`src/rtl/vram_arbiter_if.sv`:
```
// Bundle of CPU, video-consumer and VRAM signals around the VRAM arbiter.
// The arbiter uses the slave view; the surrounding CPU, pixel stage and RAM use master.
interface vram_arbiter_if #(
    parameter int unsigned ADDR_W = 19,
    parameter int unsigned DATA_W = 8
);
    logic              cpu_req;
    logic              cpu_we;
    logic [ADDR_W-1:0] cpu_addr;
    logic [DATA_W-1:0] cpu_wdata;
    logic              cpu_ack;
    logic [DATA_W-1:0] cpu_rdata;

    logic              vid_start;
    logic              vid_pop;
    logic [DATA_W-1:0] vid_pixel;
    logic              vid_valid;
    logic              vid_underrun;

    logic              mem_en;
    logic              mem_we;
    logic [ADDR_W-1:0] mem_addr;
    logic [DATA_W-1:0] mem_wdata;
    logic [DATA_W-1:0] mem_rdata;

    modport slave (
        input  cpu_req, cpu_we, cpu_addr, cpu_wdata, vid_start, vid_pop, mem_rdata,
        output cpu_ack, cpu_rdata, vid_pixel, vid_valid, vid_underrun,
        output mem_en, mem_we, mem_addr, mem_wdata
    );

    modport master (
        output cpu_req, cpu_we, cpu_addr, cpu_wdata, vid_start, vid_pop, mem_rdata,
        input  cpu_ack, cpu_rdata, vid_pixel, vid_valid, vid_underrun,
        input  mem_en, mem_we, mem_addr, mem_wdata
    );
endinterface

```
`src/rtl/vram_arbiter.sv`:
```
// Single-port VRAM arbiter: keeps a pixel prefetch FIFO topped up from sequential
// frame-buffer addresses and gives the CPU the slots the display can spare.
module vram_arbiter #(
    parameter int unsigned ADDR_W       = 19,
    parameter int unsigned DATA_W       = 8,
    parameter int unsigned FRAME_PIXELS = 307200,
    parameter int unsigned FIFO_DEPTH   = 4,
    parameter int unsigned LOW_WATER    = 2
) (
    input logic           clk_i,
    input logic           reset_b_i,
    vram_arbiter_if.slave bus_io
);
    localparam int unsigned PtrW = $clog2(FIFO_DEPTH);
    localparam int unsigned CntW = PtrW + 1;
    localparam int unsigned CrdW = PtrW + 2;
    localparam logic [CrdW-1:0]   Depth    = CrdW'(FIFO_DEPTH);
    localparam logic [CrdW-1:0]   LowWater = CrdW'(LOW_WATER);
    localparam logic [ADDR_W-1:0] LastPix  = ADDR_W'(FRAME_PIXELS - 1);

    typedef enum logic [1:0] {StIdle, StIssue, StAck} cpu_state_e;

    cpu_state_e        cpu_state_q;
    logic              cpu_ack_q;
    logic              cpu_rd_q;
    logic              mem_en_q;
    logic              mem_we_q;
    logic [ADDR_W-1:0] mem_addr_q;
    logic [DATA_W-1:0] mem_wdata_q;
    logic              vid_fetch_q;  // mem_* in this cycle is a video read
    logic              vid_pend_q;   // mem_rdata in this cycle carries a video pixel
    logic [ADDR_W-1:0] fetch_ptr_q;
    logic [DATA_W-1:0] fifo_q [FIFO_DEPTH];
    logic [PtrW-1:0]   rd_ptr_q;
    logic [PtrW-1:0]   wr_ptr_q;
    logic [CntW-1:0]   count_q;
    logic              underrun_q;

    logic              fifo_empty;
    logic              vid_valid;
    logic              pop_ok;
    logic              fifo_rd;
    logic              push;
    logic [CrdW-1:0]   credit;
    logic              cpu_want;
    logic              grant_cpu;
    logic              grant_vid;
    logic [ADDR_W-1:0] fetch_addr;
    logic [ADDR_W-1:0] fetch_next;

    always_comb begin
        fifo_empty = (count_q == '0);
        vid_valid  = !fifo_empty || vid_pend_q;
        pop_ok     = bus_io.vid_pop && vid_valid;
        fifo_rd    = pop_ok && !fifo_empty;
        // An empty FIFO hands the returning word straight to the consumer.
        push       = vid_pend_q && !bus_io.vid_start && !(pop_ok && fifo_empty);
        // Credit covers stored pixels, the word on mem_rdata and the read on the bus now.
        if (bus_io.vid_start) begin
            credit = '0;
        end else begin
            credit = CrdW'(count_q) + CrdW'(vid_pend_q) + CrdW'(vid_fetch_q) - CrdW'(pop_ok);
        end
        cpu_want   = (cpu_state_q == StIdle) && bus_io.cpu_req && !cpu_ack_q;
        grant_vid  = (credit < LowWater) || (!cpu_want && (credit < Depth));
        grant_cpu  = cpu_want && !(credit < LowWater);
        fetch_addr = bus_io.vid_start ? '0 : fetch_ptr_q;
        fetch_next = (fetch_addr == LastPix) ? '0 : fetch_addr + ADDR_W'(1);
    end

    always_ff @(posedge clk_i) begin
        if (!reset_b_i) begin
            cpu_state_q <= StIdle;
            cpu_ack_q   <= 1'b0;
            cpu_rd_q    <= 1'b0;
            mem_en_q    <= 1'b0;
            mem_we_q    <= 1'b0;
            mem_addr_q  <= '0;
            mem_wdata_q <= '0;
            vid_fetch_q <= 1'b0;
            vid_pend_q  <= 1'b0;
            fetch_ptr_q <= '0;
            rd_ptr_q    <= '0;
            wr_ptr_q    <= '0;
            count_q     <= '0;
            underrun_q  <= 1'b0;
        end else begin
            mem_en_q    <= grant_cpu || grant_vid;
            mem_we_q    <= grant_cpu && bus_io.cpu_we;
            mem_addr_q  <= grant_cpu ? bus_io.cpu_addr : (grant_vid ? fetch_addr : '0);
            mem_wdata_q <= (grant_cpu && bus_io.cpu_we) ? bus_io.cpu_wdata : '0;
            vid_fetch_q <= grant_vid;
            vid_pend_q  <= vid_fetch_q && !bus_io.vid_start;
            if (grant_vid) begin
                fetch_ptr_q <= fetch_next;
            end

            if (bus_io.vid_start) begin
                rd_ptr_q <= '0;
                wr_ptr_q <= '0;
                count_q  <= '0;
            end else begin
                if (push) begin
                    wr_ptr_q <= wr_ptr_q + PtrW'(1);
                end
                if (fifo_rd) begin
                    rd_ptr_q <= rd_ptr_q + PtrW'(1);
                end
                count_q <= count_q + CntW'(push) - CntW'(fifo_rd);
            end

            if (bus_io.vid_pop && !vid_valid) begin
                underrun_q <= 1'b1;
            end

            unique case (cpu_state_q)
                StIdle: begin
                    if (grant_cpu) begin
                        cpu_state_q <= StIssue;
                        cpu_rd_q    <= !bus_io.cpu_we;
                    end
                end
                StIssue: begin
                    cpu_state_q <= StAck;
                    cpu_ack_q   <= 1'b1;
                end
                StAck: begin
                    cpu_state_q <= StIdle;
                    cpu_ack_q   <= 1'b0;
                end
                default: begin
                    cpu_state_q <= StIdle;
                    cpu_ack_q   <= 1'b0;
                end
            endcase
        end
    end

    always_ff @(posedge clk_i) begin
        if (push) begin
            fifo_q[wr_ptr_q] <= bus_io.mem_rdata;
        end
    end

    assign bus_io.cpu_ack      = cpu_ack_q;
    assign bus_io.cpu_rdata    = (cpu_ack_q && cpu_rd_q) ? bus_io.mem_rdata : '0;
    assign bus_io.vid_valid    = vid_valid;
    assign bus_io.vid_pixel    = !fifo_empty ? fifo_q[rd_ptr_q]
                                             : (vid_pend_q ? bus_io.mem_rdata : '0);
    assign bus_io.vid_underrun = underrun_q;
    assign bus_io.mem_en       = mem_en_q;
    assign bus_io.mem_we       = mem_we_q;
    assign bus_io.mem_addr     = mem_addr_q;
    assign bus_io.mem_wdata    = mem_wdata_q;
endmodule
```
`src/flat_wrapper.sv`:
```
// flat-port wrapper written by rule: the top's interface ports become plain ports
module vram_arbiter_flat 
#(
    parameter int unsigned ADDR_W       = 19,
    parameter int unsigned DATA_W       = 8,
    parameter int unsigned FRAME_PIXELS = 307200,
    parameter int unsigned FIFO_DEPTH   = 4,
    parameter int unsigned LOW_WATER    = 2
)
  (clk_i, reset_b_i, bus_io_cpu_req, bus_io_cpu_we, bus_io_cpu_addr, bus_io_cpu_wdata, bus_io_vid_start, bus_io_vid_pop, bus_io_mem_rdata, bus_io_cpu_ack, bus_io_cpu_rdata, bus_io_vid_pixel, bus_io_vid_valid, bus_io_vid_underrun, bus_io_mem_en, bus_io_mem_we, bus_io_mem_addr, bus_io_mem_wdata);
  vram_arbiter_if #(.ADDR_W(ADDR_W), .DATA_W(DATA_W)) bus_io_i ();
  input logic clk_i;
  input logic reset_b_i;
  input wire logic [$bits(bus_io_i.cpu_req)-1:0] bus_io_cpu_req;
  input wire logic [$bits(bus_io_i.cpu_we)-1:0] bus_io_cpu_we;
  input wire logic [$bits(bus_io_i.cpu_addr)-1:0] bus_io_cpu_addr;
  input wire logic [$bits(bus_io_i.cpu_wdata)-1:0] bus_io_cpu_wdata;
  input wire logic [$bits(bus_io_i.vid_start)-1:0] bus_io_vid_start;
  input wire logic [$bits(bus_io_i.vid_pop)-1:0] bus_io_vid_pop;
  input wire logic [$bits(bus_io_i.mem_rdata)-1:0] bus_io_mem_rdata;
  output wire logic [$bits(bus_io_i.cpu_ack)-1:0] bus_io_cpu_ack;
  output wire logic [$bits(bus_io_i.cpu_rdata)-1:0] bus_io_cpu_rdata;
  output wire logic [$bits(bus_io_i.vid_pixel)-1:0] bus_io_vid_pixel;
  output wire logic [$bits(bus_io_i.vid_valid)-1:0] bus_io_vid_valid;
  output wire logic [$bits(bus_io_i.vid_underrun)-1:0] bus_io_vid_underrun;
  output wire logic [$bits(bus_io_i.mem_en)-1:0] bus_io_mem_en;
  output wire logic [$bits(bus_io_i.mem_we)-1:0] bus_io_mem_we;
  output wire logic [$bits(bus_io_i.mem_addr)-1:0] bus_io_mem_addr;
  output wire logic [$bits(bus_io_i.mem_wdata)-1:0] bus_io_mem_wdata;
  assign bus_io_i.cpu_req = bus_io_cpu_req;
  assign bus_io_i.cpu_we = bus_io_cpu_we;
  assign bus_io_i.cpu_addr = bus_io_cpu_addr;
  assign bus_io_i.cpu_wdata = bus_io_cpu_wdata;
  assign bus_io_i.vid_start = bus_io_vid_start;
  assign bus_io_i.vid_pop = bus_io_vid_pop;
  assign bus_io_i.mem_rdata = bus_io_mem_rdata;
  assign bus_io_cpu_ack = bus_io_i.cpu_ack;
  assign bus_io_cpu_rdata = bus_io_i.cpu_rdata;
  assign bus_io_vid_pixel = bus_io_i.vid_pixel;
  assign bus_io_vid_valid = bus_io_i.vid_valid;
  assign bus_io_vid_underrun = bus_io_i.vid_underrun;
  assign bus_io_mem_en = bus_io_i.mem_en;
  assign bus_io_mem_we = bus_io_i.mem_we;
  assign bus_io_mem_addr = bus_io_i.mem_addr;
  assign bus_io_mem_wdata = bus_io_i.mem_wdata;
  vram_arbiter #(.ADDR_W(ADDR_W), .DATA_W(DATA_W), .FRAME_PIXELS(FRAME_PIXELS), .FIFO_DEPTH(FIFO_DEPTH), .LOW_WATER(LOW_WATER)) u_core (.clk_i(clk_i), .reset_b_i(reset_b_i), .bus_io(bus_io_i));
endmodule
```
`config.mk`:
```
export PLATFORM = sky130hd
export DESIGN_NAME = vram_arbiter_flat
export DESIGN_NICKNAME = d
export VERILOG_FILES = /design/src/rtl/vram_arbiter_if.sv /design/src/rtl/vram_arbiter.sv /design/src/flat_wrapper.sv
export SDC_FILE = /design/constraint.sdc
export NUM_CORES = 1
export LEC_CHECK = 0
export ABC_CLOCK_PERIOD_IN_PS = 3800
export BUFFER_PORTS_ARGS = -buffer_cell sky130_fd_sc_hd__clkbuf_2
export CAP_MARGIN = 15
export CORE_MARGIN = 5
export CORE_UTILIZATION = 50
export DETAILED_ROUTE_END_ITERATION = 10
export GPL_ROUTABILITY_DRIVEN = 0
export PLACE_DENSITY = 0.74
export SLEW_MARGIN = 20
export SYNTH_ARGS = -nofsm -noshare
export SYNTH_HDL_FRONTEND = slang
export SYNTH_SLANG_ARGS = --single-unit
```
`constraint.sdc`:
```
create_clock -name clk_i -period 3.8 [get_ports clk_i]
set_clock_uncertainty 0.05 [all_clocks]
set_input_delay 0 -clock clk_i [delete_from_list [all_inputs] [get_ports clk_i]]
set_output_delay 0 -clock clk_i [all_outputs]
set_load 0.005 [all_outputs]
```
# Word level (Yosys, flattened, before mapping)
# Memories as Yosys holds them, arrays and structs flattened. A register that Yosys moved wholly into a read port is not among the register bits.
# Cells that the tools add are included.
[word_totals]
reg_bits = 62
ramBits = 32
in_bits = 41
output_inout_bits = 48
wordCells = 73
memories = 1
[op_classes]
n_addsub = 8
order_cmp = 2
n_eq_ne = 3
muxes = 15
bitwise = 1
reduce_logical = 29
[mem_list]
columns = ["memory", "words", "width", "read_ports", "rd_ports_with_merged_regs", "wr", "line", "rtl"]
rows = [
  ["u_core.fifo_q", 4, 8, 1, 1, 1, "vram_arbiter.sv:33", "logic [DATA_W-1:0] fifo_q [FIFO_DEPTH];"],
]
[ops]
columns = ["op", "count"]
rows = [
  ["2-to-1 mux 19 bit", 4],
  ["2-to-1 mux 8 bit", 3],
  ["adder 19 x 1 -> 19 bit, second input constant", 1],
  ["== test 19 bit, second input constant", 1],
  ["logical AND 1 bit", 13],
  ["logical NOT 1 bit", 8],
  ["2-to-1 mux 2 bit", 3],
  ["adder 2 x 1 -> 2 bit, second input constant", 2],
  ["adder 3 x 1 -> 4 bit", 1],
  ["adder 4 x 1 -> 4 bit", 1],
  ["< comparator 4 x 2 -> 1 bit, second input constant", 1],
  ["< comparator 4 x 3 -> 1 bit, second input constant", 1],
  ["2-to-1 mux 4 bit", 1],
  ["case mux 2 bit (2 select lines)", 1],
  ["AND reduction 2 bit", 2],
  ["subtractor 4 x 1 -> 4 bit", 1],
  ["adder 3 x 1 -> 3 bit", 1],
  ["logical NOT 3 bit", 1],
  ["logical OR 1 bit", 3],
  ["subtractor 3 x 1 -> 3 bit", 1],
  ["== test 2 x 1 -> 1 bit, second input constant", 1],
  ["logical NOT 2 bit", 1],
  ["2-to-1 mux 1 bit", 2],
  ["inequality test 2 x 1 -> 1 bit, second input constant", 1],
  ["3 further kinds", 3],
]

# Longest topological paths before layout
[depth]
ltp_word = 11
ltp_mapped = 17

# Worst setup path before layout
# Ideal clock, no wire load.
[synth_timing]
kind = "register to register"
from = "register u_core.vid_pend_q"
to = "register u_core.fetch_ptr_q[14]"
setup_ns = 0.071
arrival_ns = 3.359
t_required_ns = 3.679
path_slack_ns = 0.321
stages_incl_launch_ff = 17
synth_period_minus_slack_ns = 3.479
cell_sequence = "dfxtp_1 -> clkbuf_1 -> inv_1 -> nand4_1 -> and2_1 -> ha_1 -> inv_1 -> ha_1 -> a21oi_2 -> fa_1 -> nor2_1 -> mux2i_1 -> or3_4 -> a21o_1 -> buf_6 -> or4_1 -> a21oi_1"
[synth_between]
elab_chain_len = 7
[synth_rtl]
columns = ["item", "line", "rtl"]
rows = [
  ["from (decl)", "vram_arbiter.sv:31", "logic vid_pend_q;"],
  ["from (signal assigned)", "vram_arbiter.sv:93", "vid_pend_q <= vid_fetch_q && !bus_io.vid_start;"],
  ["logical OR 1 bit (*)", "vram_arbiter.sv:53", "vid_valid = !fifo_empty || vid_pend_q;"],
  ["named net bus_io_vid_valid", "flat_wrapper.sv:24", "output wire logic [$bits(bus_io_i.vid_valid)-1:0] bus_io_vid_valid;"],
  ["logical AND 1 bit (*)", "vram_arbiter.sv:54", "pop_ok = bus_io.vid_pop && vid_valid;"],
  ["subtractor 4 x 1 -> 4 bit (*)", "vram_arbiter.sv:62", "credit = CrdW'(count_q) + CrdW'(vid_pend_q) + CrdW'(vid_fetch_q) - CrdW'(pop_ok);"],
  ["2-to-1 mux 4 bit (*)", "vram_arbiter.sv:59", "if (bus_io.vid_start) begin"],
  ["< comparator 4 x 3 -> 1 bit", "vram_arbiter.sv:65", "grant_vid = (credit < LowWater) || (!cpu_want && (credit < Depth));"],
  ["logical AND 1 bit", "vram_arbiter.sv:65", ""],
  ["logical OR 1 bit (*)", "vram_arbiter.sv:65", ""],
  ["to (signal assigned)", "vram_arbiter.sv:95", "fetch_ptr_q <= fetch_next;"],
  ["to (decl)", "vram_arbiter.sv:32", "logic [ADDR_W-1:0] fetch_ptr_q;"],
]
# Mark *: on every way through the listed nets, which the timed path passes. The rest lies on a longest branch.
# A chain may end at the register's enable or synchronous reset.

# Final worst setup path
[layout_timing]
from = "register u_core.count_q[1]"
to = "register u_core.fetch_ptr_q[14]"
[layout_between]
elab_chain_len = 9
[layout_rtl]
columns = ["item", "line", "rtl"]
rows = [
  ["from (decl)", "vram_arbiter.sv:36", "logic [CntW-1:0] count_q;"],
  ["from (signal assigned)", "vram_arbiter.sv:109", "count_q <= count_q + CntW'(push) - CntW'(fifo_rd);"],
  ["branches (longest 4 deep; another with adder 3 x 1 -> 4 bit)", "--", ""],
  ["subtractor 4 x 1 -> 4 bit (*)", "vram_arbiter.sv:62", ""],
  ["2-to-1 mux 4 bit (*)", "vram_arbiter.sv:59", ""],
  ["< comparator 4 x 3 -> 1 bit", "vram_arbiter.sv:65", ""],
  ["logical AND 1 bit", "vram_arbiter.sv:65", ""],
  ["logical OR 1 bit (*)", "vram_arbiter.sv:65", ""],
]
# Mark *: on every way between the ends.

==> summary.txt <==
Outcome
  – Status: finished clean

Yosys
  – Synth Area in Compound Gates: 0.118
  – Asr flop ratio synth: 0
  – Adder-Cell Fraction of Synth Area: 0.0434
  – Cell area after synthesis: approximately 4100 µm²
  – Number of synthesized flops with an enable pin: 32
  – Mapped Cells: 370
  – Post-Synth Simple-Gate Area: 0.193
  – Synth Area in XOR/XNOR: 0.0107
  – Ys flop type: dfxtp_1
  – Mapped Nets: 424
  – Multiplexer share of the synthesized area: 0.0562
  – Main combinational cell family by area after synthesis: simple AND/OR/NAND/NOR gates
  – Synth Warn #: 0
  – Flops & latches, synth: 96
  – Register area share after synthesis: 0.548
  – Syn avg cell area: between 10 and 15 µm²
  – Yosys cell types: 53

Finish
  – Fill cells: 650
  – Most frequent cells in the layout: clkbuf_2 (88), dfxtp_1 (64), nand2_1 (36), dlygate4sd3_1 (36), edfxtp_1 (32)
  – Reg area: ~2200 µm²
  – Ant diodes: 0
  – Area taken by multi-input logic gates: 1750 µm²
  – Layout cells sized above 1: 0.249
  – Final net count: 547
  – Fin cells: 603
  – Layout overhead on the synthesized area: 27.4%
  – Commonest non-fill, non-tap cell in the layout: clkbuf_2

Route
  – Highest routed layer: met4
  – Via Count: about 3300
  – Final WL: 9670 µm
  – Wire length per cell: 16.0 µm
  – Post-Route M1 WL: 3910 µm
  – Post-DRT Antenna Nets: 0
  – DR iter-0 viols: around 130
  – DRT Pass-1 Iters: 4
  – Vias per cell: 5.42
  – Residual DRC: 0
  – Metal2 WL: 5090 µm
  – Met3 WL: ~570 µm

Floorplanning
  – I/O Pins: 89
  – Die extent in x: about 100 µm
  – Die Y: 101 µm
  – Die area: 10100 µm²
  – Placement row count: 33
  – Core box area: ~8000 µm²
  – Initial Utilization: 0.506

CTS
  – Cts bufs inserted: 9
  – Root cell of the clock tree: clkbuf_8
  – H-tree Lvls: 3
  – Setup bufs post-CTS: 0
  – Clock Latency Late Sink: around 0.36 ns
  – CTS tree: done
  – Reg clk slew, reported paths: 0.09 ns
  – CTS max path bufs: 2
  – CTS sink cnt: between 90 and 100

GRT
  – Global-route wire length before repair: 15500 µm
  – GRT Resource Usage Total: 0.195
  – Initial antenna violation count: 0
  – Largest net degree at the start of global routing: 31
  – Total gr overflow: 0
  – Vias in the first global route: 3264

Power
  – Max IR drop VDD: between 0.15 and 0.2 mV
  – Pwr per Cell Area: between 300 and 400 nW/µm²
  – Cell leakage power: 2.17 nW

Critical path
  – Startpoint types: flop
  – Kind of critical path: reg2reg
  – CP Capture Type: flop
  – Reg-to-Reg End: u_core.fetch_ptr_q[14]$_SDFFE_PN0N_
  – Data arrival, critical path: 3.77 ns
  – R2R setup slack: 0.25 ns
  – Crit path required time: between 4 and 5 ns
  – Crit-path max FO: 13
  – R2R depth: 14
  – Critical R2R Launch: u_core.count_q[1]$_SDFF_PP0_

Hold path
  – Hold Startpoint: bus_io_vid_pop
  – WHS Endpoint: u_core.bus_io.vid_underrun$_SDFFE_PN0P_
  – HP Class: in2reg
  – Worst hold stages: 4

Flow run
  – Max cap viols: 0

Placement
  – IO Port Bufs: 88
  – Post-DP HPWL: 6450 µm
  – Placed cell count: about 550
  – DP Worst Slack: -0.0988 ns

STA
  – Period utilisation layout: 0.934
  – Fin. Hold Viols: 0
  – Worst-margin pin slew: ~0.96 ns
  – Final min period: roughly 3.6 ns
  – Setup WS post-layout: 0.249 ns
  – Relative slew margins: 0.362
  – Finish-stage setup viols: 0
  – Final max-slew violation count: 0
  – Fmax: 0.282 GHz
  – WHS: 0.0369 ns
  – RSZ-0062 raised after global routing: false
## flip-flops by register name, indices dropped and copies added, names as in the netlist, named ones only
| name | flops |
|---|---|
| u_core.fetch_ptr_q | 19 |
| u_core.cpu_state_q | 2 |
| u_core.count_q | 3 |
| u_core.vid_pend_q | 1 |
| u_core.fifo_q | 32 |
| u_core.rd_ptr_q | 2 |
| u_core.wr_ptr_q | 2 |
| u_core.bus_io.mem_we | 1 |
| u_core.bus_io.vid_underrun | 1 |
| u_core.vid_fetch_q | 1 |
| u_core.cpu_rd_q | 1 |
| u_core.bus_io.mem_en | 1 |
| u_core.bus_io.mem_wdata | 8 |
| u_core.bus_io.cpu_ack | 1 |
| u_core.bus_io.mem_addr | 19 |
## metrics by stage
step,TNS [ns],utilization,power [mW],cell area (µm²)
after CTS,0,0.643,1.98,5210
final,0,0.645,1.97,5220
after detailed placement,-1.52,0.574,1.28,4640
after global routing,0,0.645,2.05,5220
after floorplan,0,-,1.21,4100
after global placement,0,0.574,1.28,4640
## synthesized netlist by cell type, types with 3 or more instances
cell type	instances	area (µm²)
a211oi_1	3	22.5
a21oi_1	12	60.1
a22o_1	19	166
and2_1	9	56.3
and3_1	19	119
clkbuf_1	13	48.8
dfxtp_1	64	1280
edfxtp_1	32	961
ha_1	11	138
inv_1	15	56.3
mux2i_1	5	50.1
mux4_2	8	180
nand2_1	36	135
nand2b_1	8	50.1
nand3_1	11	55.1
nand3b_1	5	37.5
nand4_1	5	31.3
nand4b_1	3	26.3
nor2_1	21	78.8
nor2b_1	3	18.8
o21a_1	4	30.0
o21ai_0	14	70.1
or3_1	4	25.0
or4_1	4	30.0
xnor2_1	3	26.3
## power by group
group / internal (mW) / total (mW) / switching (mW)
Combinational: 0.0955 / 0.206 / 0.111
Clock: 0.313 / 0.676 / 0.363
Sequential: 1.08 / 1.09 / 0.0124
Total: 1.49 / 1.97 / 0.486
## logic make-up (layout without fill, tap and decap cells)
family / after synthesis / count (layout)
xor+xnor: 5 / 5
flops: 96 / 96
buf+inv: 32 / 160
compound gates: 69 / 69
simple gates: 142 / 142
mux: 13 / 13
fa+ha+maj: 13 / 13
## routing by layer
metal / vias up / global-route usage
li1: 1602 / -
met1: 1560 / 0.233
met3: 8 / 0.0471
met4: 0 / 0.0580
met5: - / 0
met2: 100 / 0.347
## worst max path at each step
stage	from	endpoint	slack [ns]	depth (start not counted)
after CTS	u_core.count_q[1]$_SDFF_PP0_	u_core.fetch_ptr_q[4]$_SDFFE_PN0N_	0.10	15
after global placement	u_core.count_q[1]$_SDFF_PP0_	u_core.bus_io.mem_addr[10]$_SDFF_PN0_	0.1	14
final	u_core.count_q[1]$_SDFF_PP0_	u_core.fetch_ptr_q[14]$_SDFFE_PN0N_	0.25	14
after detailed placement	u_core.count_q[1]$_SDFF_PP0_	u_core.bus_io.mem_addr[12]$_SDFF_PN0_	-0.1	14
after floorplan	u_core.vid_pend_q$_SDFF_PN0_	u_core.fetch_ptr_q[14]$_SDFFE_PN0N_	0.32	16
after global routing	u_core.count_q[1]$_SDFF_PP0_	u_core.bus_io.mem_wdata[3]$_SDFF_PN0_	0.01	15
## critical path: stages, from the launching register on
cell,delay (ns)
dfxtp_1,0.37
inv_1,0.14
nand4_1,0.14
and2_1,0.18
ha_1,0.27
inv_1,0.04
ha_1,0.27
a21oi_2,0.08
fa_2,0.38
nor2_1,0.12
mux2i_1,0.08
or3_4,0.39
a21o_4,0.27
or4_1,0.51
a21oi_1,0.18
## final cells by class
class | instances | share of cell area
Tap cell | 105 | 0.0252
Clock buffer | 10 | 0.0245
Inverter | 15 | 0.0108
Multi-Input combinational cell | 242 | 0.336
Clock inverter | 6 | 0.0137
Timing Repair Buffer | 129 | 0.161
Sequential cell | 96 | 0.430
## repair_timing
action	4_1_cts	5_1_grt
gates resized for setup	1	4
endpoints found under the setup margin	19	25
hold buffers	36	0
hold endpoints to repair	61	0
(Power assumes the default switching activity.)
